--- config.mk ---
export PLATFORM = sky130hd
export DESIGN_NAME = sprite_fetch
export DESIGN_NICKNAME = d
export VERILOG_FILES = /design/src/rtl/sprite_fetch.sv
export SDC_FILE = /design/constraint.sdc
export NUM_CORES = 1
export LEC_CHECK = 0
export CORE_MARGIN = 2
export CORE_UTILIZATION = 55
export DETAILED_ROUTE_END_ITERATION = 6
export DONT_BUFFER_PORTS = 1
export GPL_TIMING_DRIVEN = 0
export PLACE_DENSITY = 0.7
export SLEW_MARGIN = 20
export SYNTH_ARGS = -nofsm -noshare
export SYNTH_HDL_FRONTEND = slang
export SYNTH_SLANG_ARGS = --single-unit
--- constraint.sdc ---
create_clock -name clk -period 5.9 [get_ports clk]
set_clock_uncertainty 0.05 [all_clocks]
set_input_delay 0.295 -clock clk [delete_from_list [all_inputs] [get_ports clk]]
set_output_delay 0.295 -clock clk [all_outputs]
set_load 0.05 [all_outputs]
--- src/rtl/sprite_fetch.sv ---
// Sprite fetch stage: scan position -> sprite sram address -> colour-keyed pixel.
// Owns double-buffered sprite position and animation frame sequencing.
module sprite_fetch #(
    parameter int          SPRITE_W   = 64,
    parameter int          SPRITE_H   = 32,
    parameter int          N_FRAMES   = 4,
    parameter int          ADDR_WIDTH = 13,
    parameter int          DATA_WIDTH = 12,
    parameter logic [11:0] KEY_COLOR  = 12'h0F0,
    parameter logic [11:0] BG_COLOR   = 12'h000,
    parameter int          ANIM_DIV   = 8,
    parameter int          INIT_X     = 0,
    parameter int          INIT_Y     = 0
) (
    input  logic                  clk,
    input  logic                  reset_n,
    input  logic                  pixel_tick,
    input  logic                  visible,
    input  logic [9:0]            pixel_x,
    input  logic [9:0]            pixel_y,
    input  logic                  frame_start,
    input  logic                  pos_valid,
    input  logic [9:0]            pos_x,
    input  logic [9:0]            pos_y,
    output logic                  pos_ready,
    input  logic                  anim_en,
    output logic                  sram_en,
    output logic [ADDR_WIDTH-1:0] sram_addr,
    input  logic [DATA_WIDTH-1:0] sram_data,
    output logic [11:0]           rgb_out,
    output logic                  rgb_valid
);

    localparam int LW = $clog2(SPRITE_W);
    localparam int LH = $clog2(SPRITE_H);
    localparam int FW = (N_FRAMES > 1) ? $clog2(N_FRAMES) : 1;
    localparam int CW = (ANIM_DIV > 1) ? $clog2(ANIM_DIV) : 1;

    logic [9:0]            r_cur_x;
    logic [9:0]            r_cur_y;
    logic [9:0]            r_pend_x;
    logic [9:0]            r_pend_y;
    logic                  r_pend_full;
    logic [CW-1:0]         r_anim_cnt;
    logic [FW-1:0]         r_frame_idx;
    logic                  r_sram_en;
    logic [ADDR_WIDTH-1:0] r_sram_addr;
    logic                  r_v1;
    logic                  r_h1;
    logic                  r_v2;
    logic                  r_h2;
    logic                  r_rgb_valid;
    logic [11:0]           r_rgb_out;

    logic [10:0]           w_x_end;
    logic [10:0]           w_y_end;
    logic                  w_hit;
    logic [9:0]            w_dx;
    logic [9:0]            w_dy;
    logic [ADDR_WIDTH-1:0] w_addr;
    logic [ADDR_WIDTH-1:0] w_fbase;
    logic                  w_xfer;
    logic                  w_key;

    // 11-bit bounds so a sprite near the right/bottom edge clips, never wraps
    assign w_x_end = {1'b0, r_cur_x} + 11'(SPRITE_W);
    assign w_y_end = {1'b0, r_cur_y} + 11'(SPRITE_H);

    assign w_hit = visible
                && ({1'b0, pixel_x} >= {1'b0, r_cur_x})
                && ({1'b0, pixel_x} <  w_x_end)
                && ({1'b0, pixel_y} >= {1'b0, r_cur_y})
                && ({1'b0, pixel_y} <  w_y_end);

    assign w_dx = pixel_x - r_cur_x;
    assign w_dy = pixel_y - r_cur_y;

    always_comb begin
        w_fbase = '0;
        if (N_FRAMES > 1) begin
            w_fbase = ADDR_WIDTH'(r_frame_idx) << (LW + LH);
        end
        w_addr = w_fbase
               | (ADDR_WIDTH'(w_dy[LH-1:0]) << LW)
               | ADDR_WIDTH'(w_dx[LW-1:0]);
    end

    assign w_xfer = pos_valid && !r_pend_full;
    assign w_key  = (sram_data == DATA_WIDTH'(KEY_COLOR));

    always_ff @(posedge clk or negedge reset_n) begin
        if (!reset_n) begin
            r_cur_x     <= 10'(INIT_X);
            r_cur_y     <= 10'(INIT_Y);
            r_pend_x    <= '0;
            r_pend_y    <= '0;
            r_pend_full <= 1'b0;
        end else begin
            // pending slot is only committed if it was filled before this edge
            if (frame_start && r_pend_full) begin
                r_cur_x     <= r_pend_x;
                r_cur_y     <= r_pend_y;
                r_pend_full <= 1'b0;
            end
            if (w_xfer) begin
                r_pend_x    <= pos_x;
                r_pend_y    <= pos_y;
                r_pend_full <= 1'b1;
            end
        end
    end

    always_ff @(posedge clk or negedge reset_n) begin
        if (!reset_n) begin
            r_anim_cnt  <= '0;
            r_frame_idx <= '0;
        end else if (frame_start && anim_en) begin
            if (r_anim_cnt == CW'(ANIM_DIV - 1)) begin
                r_anim_cnt  <= '0;
                r_frame_idx <= (N_FRAMES > 1) ? r_frame_idx + FW'(1) : '0;
            end else begin
                r_anim_cnt  <= r_anim_cnt + CW'(1);
            end
        end
    end

    always_ff @(posedge clk or negedge reset_n) begin
        if (!reset_n) begin
            r_sram_en   <= 1'b0;
            r_sram_addr <= '0;
            r_v1        <= 1'b0;
            r_h1        <= 1'b0;
            r_v2        <= 1'b0;
            r_h2        <= 1'b0;
        end else begin
            r_sram_en <= pixel_tick && w_hit;
            if (pixel_tick && w_hit) begin
                r_sram_addr <= w_addr;
            end
            r_v1 <= pixel_tick;
            r_h1 <= w_hit;
            r_v2 <= r_v1;
            r_h2 <= r_h1;
        end
    end

    // h2 gating keeps stale sram data out of non-hit pixels
    always_ff @(posedge clk or negedge reset_n) begin
        if (!reset_n) begin
            r_rgb_valid <= 1'b0;
            r_rgb_out   <= BG_COLOR;
        end else begin
            r_rgb_valid <= r_v2;
            if (r_v2) begin
                r_rgb_out <= (r_h2 && !w_key) ? 12'(sram_data) : BG_COLOR;
            end
        end
    end

    assign pos_ready = !r_pend_full;
    assign sram_en   = r_sram_en;
    assign sram_addr = r_sram_addr;
    assign rgb_out   = r_rgb_out;
    assign rgb_valid = r_rgb_valid;

endmodule
; ---- Word-level counts from Yosys, hierarchy flattened
; Cells that the tools add are included.
[word_totals]
register_bits = 77
input_bits = 59
out_inout_bits = 28
wordCells = 46
[classes]
n_addsub = 6
order_cmp = 4
n_eq_ne = 2
n_mux = 4
bitwise_logic = 2
n_reduce_logical = 13
[op_table]
columns = operator, count
row1 = < comparator 10 x 11 -> 1 bit, 2
row2 = greater-or-equal comparator 10 bit, 2
row3 = bitwise OR 13 x 11 -> 13 bit, 1
row4 = bitwise OR 13 x 6 -> 13 bit, 1
row5 = == test 12 x 8 -> 1 bit (second input constant), 1
row6 = 2-to-1 mux 12 bit, 1
row7 = adder 10 x 6 -> 11 bit (second input constant), 1
row8 = adder 10 x 7 -> 11 bit (second input constant), 1
row9 = logical AND 1 bit, 9
row10 = subtractor 6 bit, 1
row11 = subtractor 5 bit, 1
row12 = adder 3 x 1 -> 3 bit (second input constant), 1
row13 = == test 3 bit (second input constant), 1
row14 = 2-to-1 mux 3 bit, 1
row15 = adder 2 x 1 -> 2 bit (second input constant), 1
row16 = logical NOT 1 bit, 2
row17 = 2-to-1 mux 1 bit, 2
row18 = AND reduction 2 bit, 1
row19 = nonzero test 2 bit, 1

; ---- Longest topological paths before layout
; Gate-level depths: netlist (run 1).
[depth]
depth_word = 6
mapped_depth = 11

; ---- Worst setup path before layout (run 1)
; No wires, ideal clock.
[synth_path]
path_kind = register to register
startpoint = reg r_cur_x[6]
endpoint = reg r_sram_addr[10] (netlist: sram_addr[10])
setup_ps = 125
arrival_time_ps = 2445
required_time_ps = 5725
slack_ps = 3280
stages_incl_launch_ff = 10
path_buffers = 1
period_less_slack_ps = 2620
path_cell_list = dfrtp_1 > ha_1 > xnor2_1 > ha_1 > a21o_1 > a21o_1 > a2111oi_4 > nand4_4 > buf_6 > mux2_4
[synth_via]
elab_chain_cells = 6
elab_cells_between_ends = 8
classes_between = add/sub (1) / order compare (2) / reduce/logical (5)
[synth_lines]
columns = element, line_no
row1 = "start, declared", 39  ; logic [9:0] r_cur_x;
row2 = "start signal, assigned", 93  ; r_cur_x <= 10'(INIT_X);
row3 = "start signal, assigned", 101  ; r_cur_x <= r_pend_x;
row4 = adder 10 x 7 -> 11 bit / greater-or-equal comparator 10 bit (equally long branches), "66, 70"
row5 = < comparator 10 x 11 -> 1 bit / logical AND 1 bit (equally long branches), "71, 70"
row6 = logical AND 1 bit *, 71  ; && ({1'b0, pixel_x} < w_x_end)
row7 = logical AND 1 bit *, 72  ; && ({1'b0, pixel_y} >= {1'b0, r_cur_y})
row8 = logical AND 1 bit *, 73  ; && ({1'b0, pixel_y} < w_y_end);
row9 = logical AND 1 bit *, 137  ; if (pixel_tick && w_hit) begin
row10 = "end signal, assigned", 138  ; r_sram_addr <= w_addr;
row11 = "end, declared", 47  ; logic [ADDR_WIDTH-1:0] r_sram_addr;
; Mark *: on every way between the ends. The rest lies on a longest branch, timed or not.
; A chain may end at the register's enable or synchronous reset.

; ---- Final worst setup path (run 1)
[layout_path]
startpoint = reg r_cur_x[6]
endpoint = reg r_sram_addr[4] (netlist: sram_addr[4])
; Same word-level chain as after synthesis.

==> out/qor.yml, run 1 <==
outcome: "finished, final reports clean"
numCtsBuffers: 9
holdPathEnd: "rgb_out[4]"
critical_path_arrival_ns: 3.00
r2r_end: "sram_addr[4]"
cp_num_buf_inv: 1
rrSetupSlack_ns: 3.09
n_antenna_cell: 0
start_util_pct: 57.8
yosysSeqAreaShare_pct: 48.6
slew_headroom_pct: 58.4
setup_ws_ns: 3.09
die_w_um: 88.9
numClockSinks: 77
ys_ff_latch: 77
reg2reg_from: "r_cur_x[6]"
synth_fp_nets: 426
hold_class: "input port to flip-flop"
mostFrequentLayoutCells: "dfrtp_1 (77), inv_1 (42), mux2_2 (42)"
ios: 87
synth-async-reset-ratio_pct: 100
pwr-share-clk_pct: 17.9
holdPathStages: 2
antenna_found_initial: 0
grt_max_degree: 78
synth_edf_count: 0
period_needed_ns: 2.81
fillers: 556
worstSkewPairLatency_ns: 0.35
r2r_cells: 9
fin_setup_tns_ns: 0
synthCells: 332
maxSlewViolCount: 0
seq_area_mm2: 0.00193
drt-pass1-iter-count: 4
first_iter_violations: 74
placed_cells: 428
ys.warnings.count: 0
drc_errors: 0
placement.io_buffers: 0
crit_fanout: 10
worstSetupStartpointType: "flip-flop"
core-area_mm2: 0.00687
synth-main-ff-cell: "dfrtp_1"
end_kind: "flip-flop"
ir_drop_v: 0.000225
required_ns: 6.08
p_leak_nw: 2.05
cts_tree: "done"
multi_input_area_mm2: 0.00185
synth_cell_type_count: 47
path_delay_family: "compound AO/OA/AOI/OAI gates"
grt_usage_pct: 18.5
top_layer_used: "met4"
viasPerCell: 5.36
setup_viol: 0
p_int_w: 0.00120
max_cap_violations: 0
fmax_mhz: 355
post_layout_nonfiller_instances: 452
cts_resized: 0
wirelength_mm: 6.88
htree_levels: 3
wl_met2_mm: 3.16
grt_pass1_wl_mm: 11.1
tightest_slew_ns: 0.624
area_growth_pct: 9.97
avgSynthCellArea_um2: 12.0
p_sw_share_pct: 39.7
path_cells: "ha_1 > xnor2_1 > ha_1 > a21o_1 > a21o_1 > a2111oi_4 > nand4_4 > buf_6 > mux2_4"
rsz0062_at_grt: "false"
ctsHoldBuffers: 6
path_clk_slew_ns: 0.08
final_util_pct: 63.5
rows: 30
dpl.hpwl_mm: 5.22
finalCritPeriodShare_pct: 47.7
ant_nets: 0
gp_congestion: 0.852
post-place-ws_ns: 3.05
syn-cell-area_mm2: 0.00397
vias: 2422
hold_viol: 0
min_from: "sram_data[4]"
wl_met1_mm: 2.94
routedWlPerCell_um: 15.2
grt_pass1_vias: 2404
final_common_cell: "dfrtp_1"
die_h_um: 88.9
p_switching_w: 0.000788
nNetsFinal: 445
combPwrFrac_pct: 34.3
die_area_mm2: 0.00791
worstSetupPathType: "flip-flop to flip-flop"
cpPeakStageDelay_ns: 0.44
grt_overflow: 0
slowest_stage: "dfrtp_1"
wl_met3_um: 648
drive_gt1_share_pct: 20.5
clockRootBuffer: "clkbuf_8"
cts_buffer_depth: 2
hold-worst-slack_ns: 0.0140
pwr_density_cell_mw_per_mm2: 456
cts_setup_buffers: 0
p_seq_share_pct: 47.8
worst reg2reg max path, stage by stage, from the launching register on:
cell       delay, ns
dfrtp_1         0.44
ha_1            0.26
xnor2_1         0.13
ha_1            0.30
a21o_1          0.16
a21o_1          0.20
a2111oi_4       0.43
nand4_4         0.21
buf_6           0.21
mux2_4          0.30
final cells by class:
cell class,instances,area share [%]
clock inverter,4,0.746
buffer,7,0.774
sequential,77,44.2
multi-input combinational,205,42.3
clock buffer,12,3.33
inverter,43,3.70
tap,96,2.75
timing repair buffer,8,2.24
power groups by stage:
| stage | combinational (W) | sequential, W | clock (W) |
|---|---|---|---|
| finish | 0.000683 | 0.000950 | 0.000355 |
| global placement | 0.000646 | 0.000958 | 0 |
| global route | 0.000778 | 0.000975 | 0.000395 |
| CTS | 0.000691 | 0.000953 | 0.000370 |
| detailed placement | 0.000671 | 0.000965 | 0 |
| floorplan | 0.000571 | 0.000928 | 0 |
per-layer routing:
metal  vias up  track usage [%]
met4         0             8.41
met5         -                0
met3        11             7.20
met2        70             30.0
met1      1150             21.9
li1       1191                -
cell usage after synthesis (2+ instances only):
library cell	number	share of area (%)
nor4b_1	2	0.44
mux2i_1	3	0.76
mux2_4	6	2.3
mux2_2	42	12
a211oi_1	2	0.38
dfrtp_1	77	49
a211o_1	2	0.44
o21ai_0	17	2.1
mux2_1	4	1.1
xnor2_1	11	2.4
xor2_1	2	0.44
o21a_1	2	0.38
nand2_1	18	1.7
nand3_1	7	0.88
clkbuf_1	6	0.57
nor2_1	6	0.57
and3_1	2	0.32
fa_1	2	1.0
nand4_1	3	0.47
nor2b_1	3	0.47
a31oi_1	3	0.47
inv_1	42	4.0
ha_1	33	10
a21o_1	7	1.3
a21oi_1	8	1.0
per-stage QoR:
step / power (W) / area [µm²]
floorplan: 0.00150 / 3970
finish: 0.00199 / 4360
detailed placement: 0.00164 / 4090
global route: 0.00215 / 4360
global placement: 0.00160 / 4090
CTS: 0.00201 / 4340
sequential cells by signal, summed over array words and instances (netlist names), 2 cells and up:
name and flops:
sram_addr 13, rgb_out 12, r_cur_x 10, r_cur_y 10, r_pend_x 10, r_pend_y 10, r_anim_cnt 3, r_frame_idx 2
cell families (layout without fill, tap and decap cells):
kind of cell    count (synthesis)  in the layout  share of synthesized area (%)
compound gates                 51             51                           8.92
xor+xnor                       13             13                           2.87
fa+ha+maj                      35             35                           11.4
buf+inv                        50             74                           4.92
flops                          77             77                           48.6
mux                            55             55                           16.1
simple gates                   51             51                           7.22
how the worst max path moves through the flow:
stage	start	to	slack (ns)	cells after the start
6_report	r_cur_x[6]	sram_addr[4]	3.09	9
5_1_grt	r_cur_x[6]	sram_addr[5]	2.93	9
4_1_cts	r_cur_x[6]	sram_addr[4]	3.06	9
3_5_place_dp	r_cur_x[6]	sram_addr[8]	3.05	9
3_3_place_gp	r_cur_x[6]	sram_addr[11]	3.09	9
2_1_floorplan	r_cur_x[6]	sram_addr[10]	3.28	9
Power figures use the tool's default switching activity.
==> inputs of run 2 (changes only) <==
Settings changed: PLACE_DENSITY 0.7 to 0.73.
Clock period 5.9 ns to 2.4 ns, I/O delays scaled along.
==> run 2 against run 1 <==
Largest power group unchanged. Worst setup slack got worse by 3.3 ns. The flow now finishes with violations (negative setup slack). Fmax grew 8.3%. Sequential power up 150%.
==> out/qor.yml, run 2 (synthesis results as in run 1) <==
tightest_slew_ns: 0.585
drt-pass1-iter-count: 5
gp_congestion: 0.806
r2r_end: "sram_addr[5]"
crit_fanout: 8
ant_nets: 0
drive_gt1_share_pct: 26.0
critical_path_arrival_ns: 2.79
nNetsFinal: 489
path_clk_slew_ns: 0.08
start_util_pct: 57.8
drc_errors: 0
area_growth_pct: 23.8
outcome: "finished with violations"
post-place-ws_ns: -0.352
hold_viol: 0
htree_levels: 3
p_seq_share_pct: 43.6
grt_usage_pct: 21.3
maxSlewViolCount: 0
p_switching_w: 0.00210
pwr-share-clk_pct: 17.8
cp-startpoint: "r_cur_x[7]"
period_needed_ns: 2.60
hold-worst-slack_ns: 0.0200
mostFrequentLayoutCells: "dfrtp_1 (77), inv_1 (42), mux2_2 (42)"
worstSetupPathType: "flip-flop to flip-flop"
cts_buffer_depth: 2
die_area_mm2: 0.00791
holdPathStages: 3
worstSkewPairLatency_ns: 0.36
rrSetupSlack_ns: -0.20
hold_class: "input port to flip-flop"
routedWlPerCell_um: 16.1
grt_max_degree: 78
grt_pass1_wl_mm: 12.7
fmax_mhz: 385
ios: 87
die_w_um: 88.9
max_cap_violations: 0
core-area_mm2: 0.00687
slew_headroom_pct: 61.0
cts_tree: "done"
holdPathEnd: "sram_addr[0]"
required_ns: 2.59
failed_checks: "negative setup slack"
worstSetupStartpointType: "flip-flop"
fillers: 490
rows: 30
die_h_um: 88.9
finalCritPeriodShare_pct: 108
numCtsBuffers: 9
p_sw_share_pct: 39.1
rsz0062_at_grt: "true"
p_leak_nw: 2.29
clockRootBuffer: "clkbuf_8"
grt_overflow: 0
ir_drop_v: 0.000575
viasPerCell: 5.39
dpl.hpwl_mm: 5.27
p_int_w: 0.00327
grt_pass1_vias: 2742
min_from: "pixel_x[0]"
end_kind: "flip-flop"
setup_ws_ns: -0.199
n_antenna_cell: 0
final_common_cell: "dfrtp_1"
numClockSinks: 77
antenna_found_initial: 0
largest_reg_flops: 13
pwr_density_cell_mw_per_mm2: 1090
setup_viol: 14
r2r_cells: 9
reg2reg_from: "r_cur_x[7]"
placement.io_buffers: 0
vias: 2674
wirelength_mm: 7.98
combPwrFrac_pct: 38.7
first_iter_violations: 58
-- run 2: area by class of cell --
cell class,instances,area (µm²),share of cell area (%)
buffer,7,42.5,0.866
clock buffer,12,165,3.36
clock inverter,4,30.0,0.611
inverter,43,161,3.29
multi-input combinational,205,1940,39.5
sequential,77,1930,39.2
tap,96,120,2.45
timing repair buffer,52,527,10.7
-- run 2: per-layer routing --
metal / part of all wire [%] / vias up / global-route usage (%) / routed length, µm
met2: 50 / 85 / 36.6 / 3980
met3: 7.0 / 22 / 6.09 / 561
met5: 0 / - / 0 / 0
met1: 41 / 1286 / 24.7 / 3240
met4: 2.5 / 0 / 9.63 / 202
li1: - / 1281 / - / -
-- run 2: stage by stage --
step	setup TNS, ns	util [%]	power (W)	std cells	cell area (µm²)
detailed placement	-3.42	59.6	0.00403	428	4090
global placement	-3.25	59.6	0.00393	428	4090
global route	-3.25	71.5	0.00576	496	4910
CTS	-3.49	70.2	0.00524	493	4820
finish	-2.19	71.5	0.00537	496	4910
floorplan	-0.693	-	0.00369	332	3970
-- run 2: worst max-delay path by stage --
stage               endpoint  slack (ns)
5_1_grt         sram_addr[8]       -0.27
3_3_place_gp    sram_addr[9]       -0.34
6_report        sram_addr[5]       -0.20
4_1_cts         sram_addr[5]       -0.28
2_1_floorplan  sram_addr[10]       -0.12
3_5_place_dp    sram_addr[8]       -0.35
-- run 2: what timing repair did --
action / CTS / global route
endpoints found under the hold margin: 115 / 0
pin swaps: 9 / 8
hold buffers: 38 / 0
gates cloned: 0 / 0
endpoints found under the setup margin: 14 / 14
buffers inserted: 11 / 3
resized for setup: 8 / 13
-- run 2: power groups by stage --
stage / clock network, W / logic [W] / registers [W]
floorplan: 0 / 0.00141 / 0.00228
global placement: 0 / 0.00158 / 0.00235
detailed placement: 0 / 0.00166 / 0.00237
CTS: 0.000972 / 0.00194 / 0.00232
global route: 0.00103 / 0.00233 / 0.00239
finish: 0.000954 / 0.00207 / 0.00234
-- run 2: critical path, stage by stage, from the launching register on --
cell	delay (ns)
dfrtp_1	0.43
ha_4	0.19
xnor2_2	0.13
ha_1	0.30
a21o_1	0.16
a21o_1	0.18
a2111oi_4	0.36
nand4_4	0.20
buf_12	0.20
mux2_4	0.29
